File: src/rtl/adrv9001_spi_master_if.sv
// Command/response bundle between the control-plane register bank and the
// ADRV9001 SPI master.
interface adrv9001_spi_master_if;
  logic        cmd_valid;
  logic        cmd_ready;
  logic        cmd_rw;
  logic [14:0] cmd_addr;
  logic [7:0]  cmd_wdata;
  logic        rsp_valid;
  logic [7:0]  rsp_rdata;
  logic        busy;

  modport master (
    output cmd_valid, cmd_rw, cmd_addr, cmd_wdata,
    input  cmd_ready, rsp_valid, rsp_rdata, busy
  );

  modport slave (
    input  cmd_valid, cmd_rw, cmd_addr, cmd_wdata,
    output cmd_ready, rsp_valid, rsp_rdata, busy
  );
endinterface

File: src/rtl/adrv9001_spi_master.sv
// SPI mode-0 master for the ADRV9001 control port: one 24-bit frame
// {rw, addr, data} per accepted command, returning the last MISO byte.
module adrv9001_spi_master #(
  parameter int CLK_DIV  = 4,
  parameter int CS_SETUP = 2,
  parameter int CS_HOLD  = 2,
  parameter int CS_GAP   = 4
) (
  input  logic                 clk,
  input  logic                 rst,
  adrv9001_spi_master_if.slave cmd,
  output logic                 spi_sclk,
  output logic                 spi_mosi,
  output logic                 spi_csn,
  input  logic                 spi_miso
);

  typedef enum logic [2:0] {IDLE, SETUP, SHIFT, HOLD, GAP} state_t;

  localparam logic [15:0] DIV_LAST   = 16'(CLK_DIV - 1);
  localparam logic [15:0] SETUP_LAST = 16'(CS_SETUP - 1);
  localparam logic [15:0] HOLD_LAST  = 16'(CS_HOLD - 1);
  localparam logic [15:0] GAP_LAST   = 16'(CS_GAP - 1);

  state_t      state;
  logic [15:0] cnt;
  logic [4:0]  bit_cnt;
  logic [23:0] tx;
  logic [7:0]  rx;

  // tx holds the frame bits still to be driven, already advanced past the
  // bit currently on mosi, so each falling edge just takes tx[23].
  always_ff @(posedge clk or posedge rst) begin
    if (rst) begin
      state         <= IDLE;
      cnt           <= '0;
      bit_cnt       <= '0;
      tx            <= '0;
      rx            <= '0;
      spi_sclk      <= 1'b0;
      spi_mosi      <= 1'b0;
      spi_csn       <= 1'b1;
      cmd.cmd_ready <= 1'b1;
      cmd.busy      <= 1'b0;
      cmd.rsp_valid <= 1'b0;
      cmd.rsp_rdata <= '0;
    end else begin
      cmd.rsp_valid <= 1'b0;
      case (state)
        IDLE: begin
          if (cmd.cmd_valid && cmd.cmd_ready) begin
            tx            <= {cmd.cmd_addr, cmd.cmd_wdata, 1'b0};
            spi_mosi      <= cmd.cmd_rw;
            spi_csn       <= 1'b0;
            cmd.cmd_ready <= 1'b0;
            cmd.busy      <= 1'b1;
            cnt           <= '0;
            bit_cnt       <= '0;
            state         <= SETUP;
          end
        end
        SETUP: begin
          if (cnt == SETUP_LAST) begin
            cnt   <= '0;
            state <= SHIFT;
          end else begin
            cnt <= cnt + 16'd1;
          end
        end
        SHIFT: begin
          if (cnt != DIV_LAST) begin
            cnt <= cnt + 16'd1;
          end else begin
            cnt <= '0;
            if (!spi_sclk) begin
              spi_sclk <= 1'b1;
              rx       <= {rx[6:0], spi_miso};
            end else begin
              spi_sclk <= 1'b0;
              if (bit_cnt == 5'd23) begin
                spi_mosi <= 1'b0;
                state    <= HOLD;
              end else begin
                spi_mosi <= tx[23];
                tx       <= {tx[22:0], 1'b0};
                bit_cnt  <= bit_cnt + 5'd1;
              end
            end
          end
        end
        HOLD: begin
          if (cnt == HOLD_LAST) begin
            cnt           <= '0;
            spi_csn       <= 1'b1;
            cmd.rsp_valid <= 1'b1;
            cmd.rsp_rdata <= rx;
            state         <= GAP;
          end else begin
            cnt <= cnt + 16'd1;
          end
        end
        GAP: begin
          if (cnt == GAP_LAST) begin
            cnt           <= '0;
            cmd.cmd_ready <= 1'b1;
            cmd.busy      <= 1'b0;
            state         <= IDLE;
          end else begin
            cnt <= cnt + 16'd1;
          end
        end
        default: state <= IDLE;
      endcase
    end
  end

endmodule

File: src/flat_wrapper.sv
// flat-port wrapper written by rule: the top's interface ports become plain ports
module adrv9001_spi_master_flat 
#(
  parameter int CLK_DIV  = 4,
  parameter int CS_SETUP = 2,
  parameter int CS_HOLD  = 2,
  parameter int CS_GAP   = 4
)
  (clk, rst, spi_sclk, spi_mosi, spi_csn, spi_miso, cmd_cmd_valid, cmd_cmd_rw, cmd_cmd_addr, cmd_cmd_wdata, cmd_cmd_ready, cmd_rsp_valid, cmd_rsp_rdata, cmd_busy);
  adrv9001_spi_master_if cmd_i ();
  input  logic clk;
  input  logic rst;
  output logic spi_sclk;
  output logic spi_mosi;
  output logic spi_csn;
  input  logic spi_miso;
  input wire logic [$bits(cmd_i.cmd_valid)-1:0] cmd_cmd_valid;
  input wire logic [$bits(cmd_i.cmd_rw)-1:0] cmd_cmd_rw;
  input wire logic [$bits(cmd_i.cmd_addr)-1:0] cmd_cmd_addr;
  input wire logic [$bits(cmd_i.cmd_wdata)-1:0] cmd_cmd_wdata;
  output wire logic [$bits(cmd_i.cmd_ready)-1:0] cmd_cmd_ready;
  output wire logic [$bits(cmd_i.rsp_valid)-1:0] cmd_rsp_valid;
  output wire logic [$bits(cmd_i.rsp_rdata)-1:0] cmd_rsp_rdata;
  output wire logic [$bits(cmd_i.busy)-1:0] cmd_busy;
  assign cmd_i.cmd_valid = cmd_cmd_valid;
  assign cmd_i.cmd_rw = cmd_cmd_rw;
  assign cmd_i.cmd_addr = cmd_cmd_addr;
  assign cmd_i.cmd_wdata = cmd_cmd_wdata;
  assign cmd_cmd_ready = cmd_i.cmd_ready;
  assign cmd_rsp_valid = cmd_i.rsp_valid;
  assign cmd_rsp_rdata = cmd_i.rsp_rdata;
  assign cmd_busy = cmd_i.busy;
  adrv9001_spi_master #(.CLK_DIV(CLK_DIV), .CS_SETUP(CS_SETUP), .CS_HOLD(CS_HOLD), .CS_GAP(CS_GAP)) u_core (.clk(clk), .rst(rst), .cmd(cmd_i), .spi_sclk(spi_sclk), .spi_mosi(spi_mosi), .spi_csn(spi_csn), .spi_miso(spi_miso));
endmodule
File: config.mk
export PLATFORM = sky130hd
export DESIGN_NAME = adrv9001_spi_master_flat
export DESIGN_NICKNAME = d
export VERILOG_FILES = /design/src/rtl/adrv9001_spi_master_if.sv /design/src/rtl/adrv9001_spi_master.sv /design/src/flat_wrapper.sv
export SDC_FILE = /design/constraint.sdc
export NUM_CORES = 1
export LEC_CHECK = 0
export ABC_AREA = 0
export BUFFER_PORTS_ARGS = -buffer_cell sky130_fd_sc_hd__clkbuf_2
export CAP_MARGIN = 20
export CORE_MARGIN = 4
export CORE_UTILIZATION = 60
export CTS_BUF_LIST = sky130_fd_sc_hd__clkbuf_4 sky130_fd_sc_hd__clkbuf_8
export DETAILED_ROUTE_END_ITERATION = 10
export GPL_ROUTABILITY_DRIVEN = 0
export PLACE_DENSITY_LB_ADDON = 0.3
export RECOVER_POWER = 50
export SETUP_SLACK_MARGIN = 0.3
export SKIP_CTS_REPAIR_TIMING = 1
export SYNTH_ARGS = -nofsm -noshare
export SYNTH_HDL_FRONTEND = slang
export SYNTH_SLANG_ARGS = --single-unit
File: constraint.sdc
create_clock -name clk -period 2.7 [get_ports clk]
set_input_delay 0 -clock clk [delete_from_list [all_inputs] [get_ports clk]]
set_output_delay 0 -clock clk [all_outputs]
set_load 0.02 [all_outputs]
Word level (Yosys, flattened, before mapping):

Index checks and enable logic that the tools add are counted.

* multiplexer cells: 39
* add/sub/neg operators: 2
* bitwise logic cells: 2
* equal/unequal tests: 16
* reduce and logical (&&, ||, !) cells: 16
* shift operators: 0
* $lt $le $gt $ge: 0
* divide/modulo/power cells: 0
* $mul: 0

Operator list (count)
* 2-to-1 mux 24 bit: 4
* 2-to-1 mux 16 bit: 4
* case mux 16 bit (4 select lines): 1
* case mux 24 bit (2 select lines): 1
* 2-to-1 mux 3 bit: 7
* 2-to-1 mux 5 bit: 4
* adder 16 x 1 -> 16 bit (second input constant): 1
* equality test 16 x 1 -> 1 bit (second input constant): 1
* equality test 16 x 2 -> 1 bit (second input constant): 1
* != test 16 x 2 -> 1 bit (second input constant): 1
* case mux 3 bit (5 select lines): 1
* 2-to-1 mux 1 bit: 12
* != test 2 x 1 -> 1 bit (second input constant): 6
* case mux 5 bit (2 select lines): 1
* AND reduction 3 bit: 3
* case mux 1 bit (2 select lines): 4
* AND reduction 7 bit: 1
* equality test 3 x 2 -> 1 bit (second input constant): 2
* AND reduction 2 bit: 3
* nonzero test 2 bit: 3
* adder 5 x 1 -> 5 bit (second input constant): 1
* equality test 5 bit (second input constant): 1
* AND reduction 5 bit: 1
* != test 2 bit (second input constant): 2
* other kinds (8): 9

* output and inout port bits: 14
* flip-flop bits (word level): 70
* memories: 0
* RAM bits: 0
* ROM bits: 0
* latch bits: 0

Depth between registers and ports, before layout:

Gate-level depths: netlist of run 1.

* depth in word-level cells: 5
* depth in mapped cells: 8
* depth with buffers taken out: 7

Worst setup path before layout of run 1:

OpenSTA, ideal clock, no wires.

* path kind: flip-flop to flip-flop
* start point: register u_core.cnt[0]
* end point: register u_core.tx[10]
* required time: 2.617 ns
* slack: 0.713 ns
* path buffers: 1
* arrival: 1.904 ns
* cell stages (with the launch flop): 8
* setup time: 0.083 ns
* period minus slack after synthesis: 1.987 ns
* path through: dfrtp_1 > ha_1 > nor3b_1 > a41o_2 > a21oi_1 > clkbuf_1 > nand2_1 > o21ai_0

* word-level cells in the longest chain between the ends: 3

Ends and longest elaborated chain
* start, declared: line adrv9001_spi_master.sv:26 `logic [15:0] cnt;`
* start signal, assigned: line adrv9001_spi_master.sv:67 `cnt <= cnt + 16'd1;`
* start signal, assigned: line adrv9001_spi_master.sv:72 `cnt <= cnt + 16'd1;`
* start signal, assigned: line adrv9001_spi_master.sv:99 `cnt <= cnt + 16'd1;`
* != test 16 x 2 -> 1 bit: line adrv9001_spi_master.sv:71 `if (cnt != DIV_LAST) begin`
* != test 2 bit (no source line)
* AND reduction 5 bit (no source line)
* end signal, assigned: line adrv9001_spi_master.sv:52 `tx <= {cmd.cmd_addr, cmd.cmd_wdata, 1'b0};`
* end signal, assigned: line adrv9001_spi_master.sv:85 `tx <= {tx[22:0], 1'b0};`
* end, declared: line adrv9001_spi_master.sv:28 `logic [23:0] tx;`

Every way passes these cells.
A chain may end at the register's enable or synchronous reset.

Worst setup path after layout of run 1:

* start point: register u_core.cnt[7]
* end point: register u_core.cmd.rsp_rdata[1]

* word-level cells in the longest chain between the ends: 2

Ends and longest elaborated chain
* equality test 16 x 1 -> 1 bit: line adrv9001_spi_master.sv:92 `if (cnt == HOLD_LAST) begin`
* AND reduction 2 bit (no source line)
* end signal, assigned: line adrv9001_spi_master.sv:96 `cmd.rsp_rdata <= rx;`
* end, declared: line adrv9001_spi_master_if.sv:20 `output cmd_ready, rsp_valid, rsp_rdata, busy`

Every way passes these cells.

==> results of run 1 <==
metrics by stage:
stage                     setup slack (ns)  cell area [sq um]  util [%]  hold WS, ns  instances
after global routing                0.3256               4013     76.61     0.008406        447
after global placement              0.5127               3623     69.18      0.02700        411
after CTS                           0.4254               3830     73.12      -0.3415        427
after detailed placement            0.4498               3623     69.18      0.03317        411
final                               0.4520               4013     76.61     -0.05083        447
after floorplan                     0.7135               3337         -       0.1399        306
registers in the layout (all words and copies together) (netlist names), 3 cells and up:
signal and count:
u_core.bit_cnt 5, u_core.rx 8, u_core.cnt 16, u_core.tx 23, u_core.cmd.rsp_rdata 8, u_core.state 3
routing by layer:
layer  up-vias  track usage, %
met5         -               0
met2        68           32.69
met4         0           6.046
li1       1238               -
met1      1240           27.38
met3        10           7.701
synthesized netlist by cell type, drive strengths merged, types with 2 or more instances:
cell type  instances  area, sq um
dfrtp             67         1677
nand2             38        145.1
o21ai             38        190.2
mux2i             24        240.2
mux2              16        180.2
nand3             11        55.05
and3              10        63.81
nor2              10        37.54
buf                8        43.79
a21o               7        52.55
inv                7        26.28
nor3b              7        52.55
a21oi              5        25.02
clkbuf             5        18.77
nor4               5        65.07
a22o               3        26.28
ha                 3        37.54
nand4              3        31.28
nor3               3        31.28
or3                3        18.77
or3b               3        26.28
xnor2              3        26.28
xor2               3        26.28
a2111oi            2        23.77
a41o               2        21.27
dfstp              2        52.55
o32ai              2        17.52
or2                2        12.52
critical path, stage by stage (launching register included):
cell,delay (ns)
dfrtp_1,0.45
nor4_2,0.47
nand4_2,0.26
nor4_4,0.54
mux2_2,0.41
path summary, 6_finish.rpt:
check / from / to / depth (start not counted)
min: cmd_cmd_wdata[1] / u_core.tx[2] / 3
max reg2reg: u_core.cnt[7] / u_core.cmd.rsp_rdata[1] / 4
max in group asynchronous: rst / u_core.tx[5] / 4
max: u_core.cnt[7] / u_core.cmd.rsp_rdata[1] / 4
min in group asynchronous: rst / u_core.cmd.rsp_rdata[3] / 3
min reg2reg: u_core.spi_csn / u_core.spi_csn / 2
area by class of cell:
type | instances | area share (%)
clock buffer | 10 | 3.430
clock inverter | 6 | 1.715
inverter | 7 | 0.6548
multi-input combinational | 217 | 38.07
sequential | 69 | 43.09
tap | 70 | 2.183
timing repair buffer | 68 | 10.85
cells by family after synthesis:
group / after synthesis / synth area share, %
AO/OA/AOI/OAI: 66 / 12.49
XOR/XNOR: 6 / 1.575
adder cells (fa/ha/maj): 3 / 1.125
buffers and inverters: 20 / 2.662
flip-flops: 69 / 51.82
multiplexers: 40 / 12.60
AND/OR/NAND/NOR: 102 / 17.74
power by group through the flow:
stage / Clock [mW] / Combinational [mW] / Sequential [mW]
floorplan: 0 / 0.0237 / 1.05
global placement: 0 / 0.0525 / 1.05
detailed placement: 0 / 0.0538 / 1.05
CTS: 0.884 / 0.0537 / 1.03
global route: 0.936 / 0.0847 / 1.03
finish: 0.865 / 0.0756 / 1.03
==> summary.txt, run 1 <==
Outcome
  • Status: finished with violations
  • Failing checks: hold timing

Route
  • Initial DRC count: 131
  • Wire per inst: 15.23 um
  • Post-route ant nets: 0
  • Top Metal Used: met4
  • DR pass1 iterations: 4
  • Via density: 5.718
  • Total Wirelength: 6.809 mm
  • Wl on met1: 3.009 mm
  • Via count: 2556
  • Metal2 WL: 3.383 mm
  • DRC: 0
  • Met3 WL: 311 um

Placement
  • Port Buf Inserts: 41
  • Dpl hpwl: 4.482 mm

Floorplan
  • Die height: 82.58 um
  • Core Area: 5238 sq um
  • Die area: 6819 sq um
  • Starting Density: 63.71%
  • IO Count: 42
  • Row count: 26
  • Die Width: 82.58 um

STA
  • Slew headroom: 20.57%
  • RSZ-0062 raised after global routing: no
  • Hold slack: -0.05083 ns
  • Final Max Tran Viols: 0
  • Clock Skew: 0.01238 ns
  • Worst Max-Slew Pin Slew: 1.192 ns
  • F_max: 444.8 MHz
  • Final Hold Vio Count: 5
  • TNS Setup: 0 ns
  • Setup violators final: 0
  • Fin crit period: 2.248 ns
  • Tcrit/Tclk final: 83.26%

Worst setup path
  • Startpoint types: flop
  • R2R Setup Slk: 0.45 ns
  • Crit path DAT: 2.48 ns
  • Worst Path Max Fanout: 9
  • Crit Path Class: flop to flop
  • WP data required: 2.93 ns
  • Worst setup EP type: flop

Finish
  • Area taken by flip-flops and latches: 1729 sq um
  • Final nets: 403
  • Area Growth Syn to Fin: 20.25%
  • Most frequent cells in the layout: 67 x dfrtp_1, 38 x o21ai_0, 37 x nand2_1
  • N_diodes: 0
  • Most common cell after layout, fill and taps aside: dfrtp_1
  • Fillcell total: 343
  • Multi-input gate area: 1528 sq um
  • Layout cells sized above 1: 23.08%

Clock network
  • Longest Clk Path Bufs: 2
  • CTS Sinks: 69
  • Clock network latency to the later pin of the worst-skew pair: 0.34 ns
  • CTS Buf Count: 9
  • CTS tree: done
  • Worst-path clk slew: 0.08 ns
  • Root Buffer: clkbuf_8
  • H-tree depth: 3

Logic synthesis
  • Avg Synthesized Cell Area: 10.91 sq um
  • Post-synth net total: 337
  • Synth Cell Area: 3337 sq um
  • Cell count after synthesis: 306
  • Post-synthesis sequential area ratio: 51.82%
  • Yosys cell types: 54
  • Synthesis-stage register bit count: 69
  • Yosys warns: 0
  • Top FF cell, synth: dfrtp_1
  • Post-synth EDFFs: 0
  • Share of flip-flops with an asynchronous set or reset: 100.0%

Pwr
  • Leak pwr: 2.070 nW
  • Sequential share of power: 52.3%
  • Combinational power share: 3.8%
  • Sw Share: 22.46%
  • Clock power frac: 43.8%
  • Pwr Total: 1.973 mW
  • Pwr dens: 491.8 nW/um^2
  • Sw power: 443.2 uW
  • Peak supply drop: 427.4 uV
  • Internal: 1.530 mW

Global route
  • GRT Overall Usage: 20.91%
  • Vias in the first global route: 2422
  • Gr ovfl total: 0
  • Initial antenna violation count: 0
  • First-pass GRT wire length: 10.85 mm
  • Pin count of the biggest net entering global routing: 47

Job
  • Max Cap Viol: 0

Worst hold path
  • Worst hold path class: primary input to flop
Note: power is estimated with default switching activity, not from simulation.
==> run 2: changes to the inputs <==
--- a/config.mk
+++ b/config.mk
@@ -5,11 +5,11 @@
 export SDC_FILE = /design/constraint.sdc
 export NUM_CORES = 1
 export LEC_CHECK = 0
-export ABC_AREA = 0
+export ABC_AREA = 1
 export BUFFER_PORTS_ARGS = -buffer_cell sky130_fd_sc_hd__clkbuf_2
 export CAP_MARGIN = 20
 export CORE_MARGIN = 4
-export CORE_UTILIZATION = 60
+export CORE_UTILIZATION = 55
 export CTS_BUF_LIST = sky130_fd_sc_hd__clkbuf_4 sky130_fd_sc_hd__clkbuf_8
 export DETAILED_ROUTE_END_ITERATION = 10
 export GPL_ROUTABILITY_DRIVEN = 0
==> constraint.sdc (replaced) <==
create_clock -name clk -period 2 [get_ports clk]
set_input_delay 0 -clock clk [delete_from_list [all_inputs] [get_ports clk]]
set_output_delay 0 -clock clk [all_outputs]
set_load 0.02 [all_outputs]
==> run 2 against run 1 <==
The flow still finishes with violations (hold timing); combinational power grew 18%; non-clock buffer count shrank 3; clock power grew 62%; final cell count grew 41%; critical path type unchanged; largest power group unchanged.
==> summary.txt, run 2 <==
Finish
  • Most frequent cells in the layout: 206 x nand2_1, 63 x dfrtp_1, 39 x inv_1 (was 67 x dfrtp_1, 38 x o21ai_0, 37 x nand2_1)
  • Final nets: 578 (was 403)
  • N_diodes: 0 (unchanged)
  • Area Growth Syn to Fin: 19.44% (was 20.25%)
  • Most common cell after layout, fill and taps aside: nand2_1 (was dfrtp_1)
  • Biggest register: u_core.tx (unchanged)
  • Layout cells sized above 1: 17.75% (was 23.08%)
  • Post-route cell area: 4382 sq um (was 4013 sq um)
  • Fillcell total: 525 (was 343)
  • Largest register FFs: 23 (unchanged)
  • Biggest regs: u_core.tx: 23 flops, u_core.cnt: 16 flops (unchanged)

Logic synthesis
  • Synth cell count leaders: 208 x nand2_1, 67 x dfrtp_1, 41 x inv_1 (was 67 x dfrtp_1, 38 x o21ai_0, 37 x nand2_1)
  • Yosys warns: 0 (unchanged)
  • Main combinational cell family by area after synthesis: simple AND/OR/NAND/NOR gates (unchanged)
  • Most common cell in the netlist: nand2_1 (was dfrtp_1)
  • Post-synthesis simple-gate area fraction: 35.85% (was 17.74%)
  • Post-synth EDFFs: 0 (unchanged)
  • Yosys top cell by area: dfrtp_1 (unchanged)
  • Post-synthesis sequential area ratio: 47.14% (was 51.82%)
  • Avg Synthesized Cell Area: 7.472 sq um (was 10.91 sq um)
  • Synth top area cells: dfrtp_1 46%, nand2_1 21%, nand4_1 5.3% (was dfrtp_1 50%, mux2i_1 7.2%, o21ai_0 5.7%)
  • Adder-cell share of the synthesized area: 1.023% (was 1.125%)
  • Synth Cell Area: 3669 sq um (was 3337 sq um)
  • Post-synth net total: 522 (was 337)
  • Cell count after synthesis: 491 (was 306)
  • Synth Area in XOR/XNOR: 1.910% (was 1.575%)
  • Post-synthesis mux area share: 0% (was 12.60%)
  • Synthesis-stage register bit count: 69 (unchanged)
  • Yosys cell types: 28 (was 54)
  • Compound-Gate Fraction of Synth Area: 6.753% (was 12.49%)
  • Share of flip-flops with an asynchronous set or reset: 100.0% (unchanged)
  • Yosys top cell area share: 45.70% (was 50.24%)
  • Top FF cell, synth: dfrtp_1 (unchanged)

Placement
  • Pre-CTS setup slack: 0.1037 ns (was 0.4498 ns)
  • Port Buf Inserts: 41 (unchanged)
  • Dpl hpwl: 5.408 mm (was 4.482 mm)
  • Placed inst area: 3993 sq um (was 3623 sq um)

Worst setup path
  • Worst reg-to-reg path cell count: 7 (was 4)
  • Worst setup EP type: flop (unchanged)
  • Crit path DAT: 1.82 ns (was 2.48 ns)
  • Crit Path Class: flop to flop (unchanged)
  • Startpoint types: flop (unchanged)
  • Reg-to-reg endpoint: u_core.rx[0] (was u_core.cmd.rsp_rdata[1])
  • Worst Path Max Fanout: 17 (was 9)
  • RR Startpoint: u_core.cnt[10] (was u_core.cnt[7])
  • R2R Setup Slk: 0.39 ns (was 0.45 ns)
  • WP data required: 2.21 ns (was 2.93 ns)

Floorplan
  • Die height: 89.67 um (was 82.58 um)
  • Core Area: 6422 sq um (was 5238 sq um)
  • Die Width: 89.67 um (was 82.58 um)
  • Row count: 29 (was 26)
  • IO Count: 42 (unchanged)
  • Die area: 8041 sq um (was 6819 sq um)
  • Starting Density: 57.12% (was 63.71%)

Route
  • Post-route ant nets: 0 (unchanged)
  • Initial DRC count: 249 (was 131)
  • Total Wirelength: 8.185 mm (was 6.809 mm)
  • DRC: 0 (unchanged)
  • Wire per inst: 13.01 um (was 15.23 um)
  • Via count: 3316 (was 2556)
  • DR pass1 iterations: 4 (unchanged)
  • Via density: 5.272 (was 5.718)

Global route
  • Met2 usage: 35.51% (was 32.69%)
  • GRT Overall Usage: 22.19% (was 20.91%)
  • Gr ovfl total: 0 (unchanged)
  • Most crowded layer after global routing: met2 (unchanged)
  • Pin count of the biggest net entering global routing: 35 (was 47)
  • Vias in the first global route: 3244 (was 2422)
  • First-pass GRT wire length: 14.10 mm (was 10.85 mm)
  • GR Layer Usage met1: 30.36% (was 27.38%)
  • Initial antenna violation count: 0 (unchanged)
  • Met3 Track Usage GR: 5.018% (was 7.701%)

STA
  • Worst Max-Slew Pin Slew: 1.155 ns (was 1.192 ns)
  • Tcrit/Tclk final: 80.50% (was 83.26%)
  • TNS Setup: 0 ns (unchanged)
  • Fin crit period: 1.610 ns (was 2.248 ns)
  • Setup violators final: 0 (unchanged)
  • F_max: 621.1 MHz (was 444.8 MHz)
  • Hold slack: -0.003302 ns (was -0.05083 ns)
  • Final Max Tran Viols: 0 (unchanged)
  • Final Hold Vio Count: 1 (was 5)
  • Clock Skew: 0.01320 ns (was 0.01238 ns)
  • Final WS setup: 0.3899 ns (was 0.4520 ns)
  • Slew headroom: 22.60% (was 20.57%)
  • RSZ-0062 raised after global routing: yes (was no)

Outcome
  • Status: finished with violations (unchanged)
  • Failing checks: hold timing (unchanged)

Pwr
  • Leak pwr: 2.312 nW (was 2.070 nW)
  • Peak supply drop: 505.8 uV (was 427.4 uV)
  • Pwr dens: 658.4 nW/um^2 (was 491.8 nW/um^2)
  • Pwr Total: 2.885 mW (was 1.973 mW)

Worst hold path
  • HP Start: cmd_cmd_wdata[3] (was cmd_cmd_wdata[1])
  • Hold-critical path depth: 5 (was 3)
  • Hold EP: u_core.tx[4] (was u_core.tx[2])
  • Worst hold path class: primary input to flop (unchanged)

Clock network
  • Clock network latency to the later pin of the worst-skew pair: 0.34 ns (about the same)
  • CTS tree: done (unchanged)
  • CTS Buf Count: 9 (unchanged)
  • Root Buffer: clkbuf_8 (unchanged)
  • H-tree depth: 3 (unchanged)
  • Worst-path clk slew: 0.07 ns (was 0.08 ns)
  • CTS Sinks: 69 (unchanged)
  • Longest Clk Path Bufs: 2 (unchanged)

Job
  • Max Cap Viol: 0 (unchanged)
run 2: cells by family after synthesis:
group | count (synthesis)
AO/OA/AOI/OAI | 38
XOR/XNOR | 8
adder cells (fa/ha/maj) | 3
buffers and inverters | 62
flip-flops | 69
AND/OR/NAND/NOR | 311
run 2: metrics by stage:
stage	instances	util (%)
finish	629	68.23
global route	629	68.23
CTS	619	66.02
detailed placement	603	62.17
global placement	603	62.17
floorplan	491	-
run 2: critical path: stages (launching register included):
cell and delay (ns):
dfrtp_1 0.45, nor2_1 0.13, nand2_1 0.07, nor2_2 0.17
nand2_2 0.15, or2_4 0.35, nor2_1 0.14, a21oi_2 0.04
run 2: layout make-up:
cell class / instances / area [sq um] / area share (%)
flip-flops and latches: 69 / 1734 / 39.58
multi-input cells: 360 / 1720 / 39.26
repair buffers: 65 / 420.4 / 9.595
inverters: 42 / 162.7 / 3.712
clock buffers: 12 / 152.6 / 3.484
well taps: 77 / 96.34 / 2.199
clock inverters: 4 / 95.09 / 2.170
run 2: report_power, final:
group | internal, mW | switching (mW)
sequential | 1.40 | 0.000298
combinational | 0.0393 | 0.0499
clock | 0.889 | 0.510
total | 2.32 | 0.560
run 2: worst max path at each step:
| stage | cells after the start | to | from |
|---|---|---|---|
| 2_1_floorplan | 9 | u_core.rx[7] | u_core.cnt[0] |
| 3_3_place_gp | 7 | u_core.rx[0] | u_core.cnt[0] |
| 3_5_place_dp | 7 | u_core.rx[0] | u_core.cnt[0] |
| 4_1_cts | 7 | u_core.rx[0] | u_core.cnt[0] |
| 5_1_grt | 4 | u_core.cnt[7] | rst |
| 6_report | 7 | u_core.rx[0] | u_core.cnt[10] |
run 2: per-layer routing:
metal	wire, um	up-vias	part of all wire [%]
met3	358	9	4.4
met2	4015	60	49
met4	83	0	1.0
met5	0	-	0
li1	-	1688	-
met1	3727	1559	46
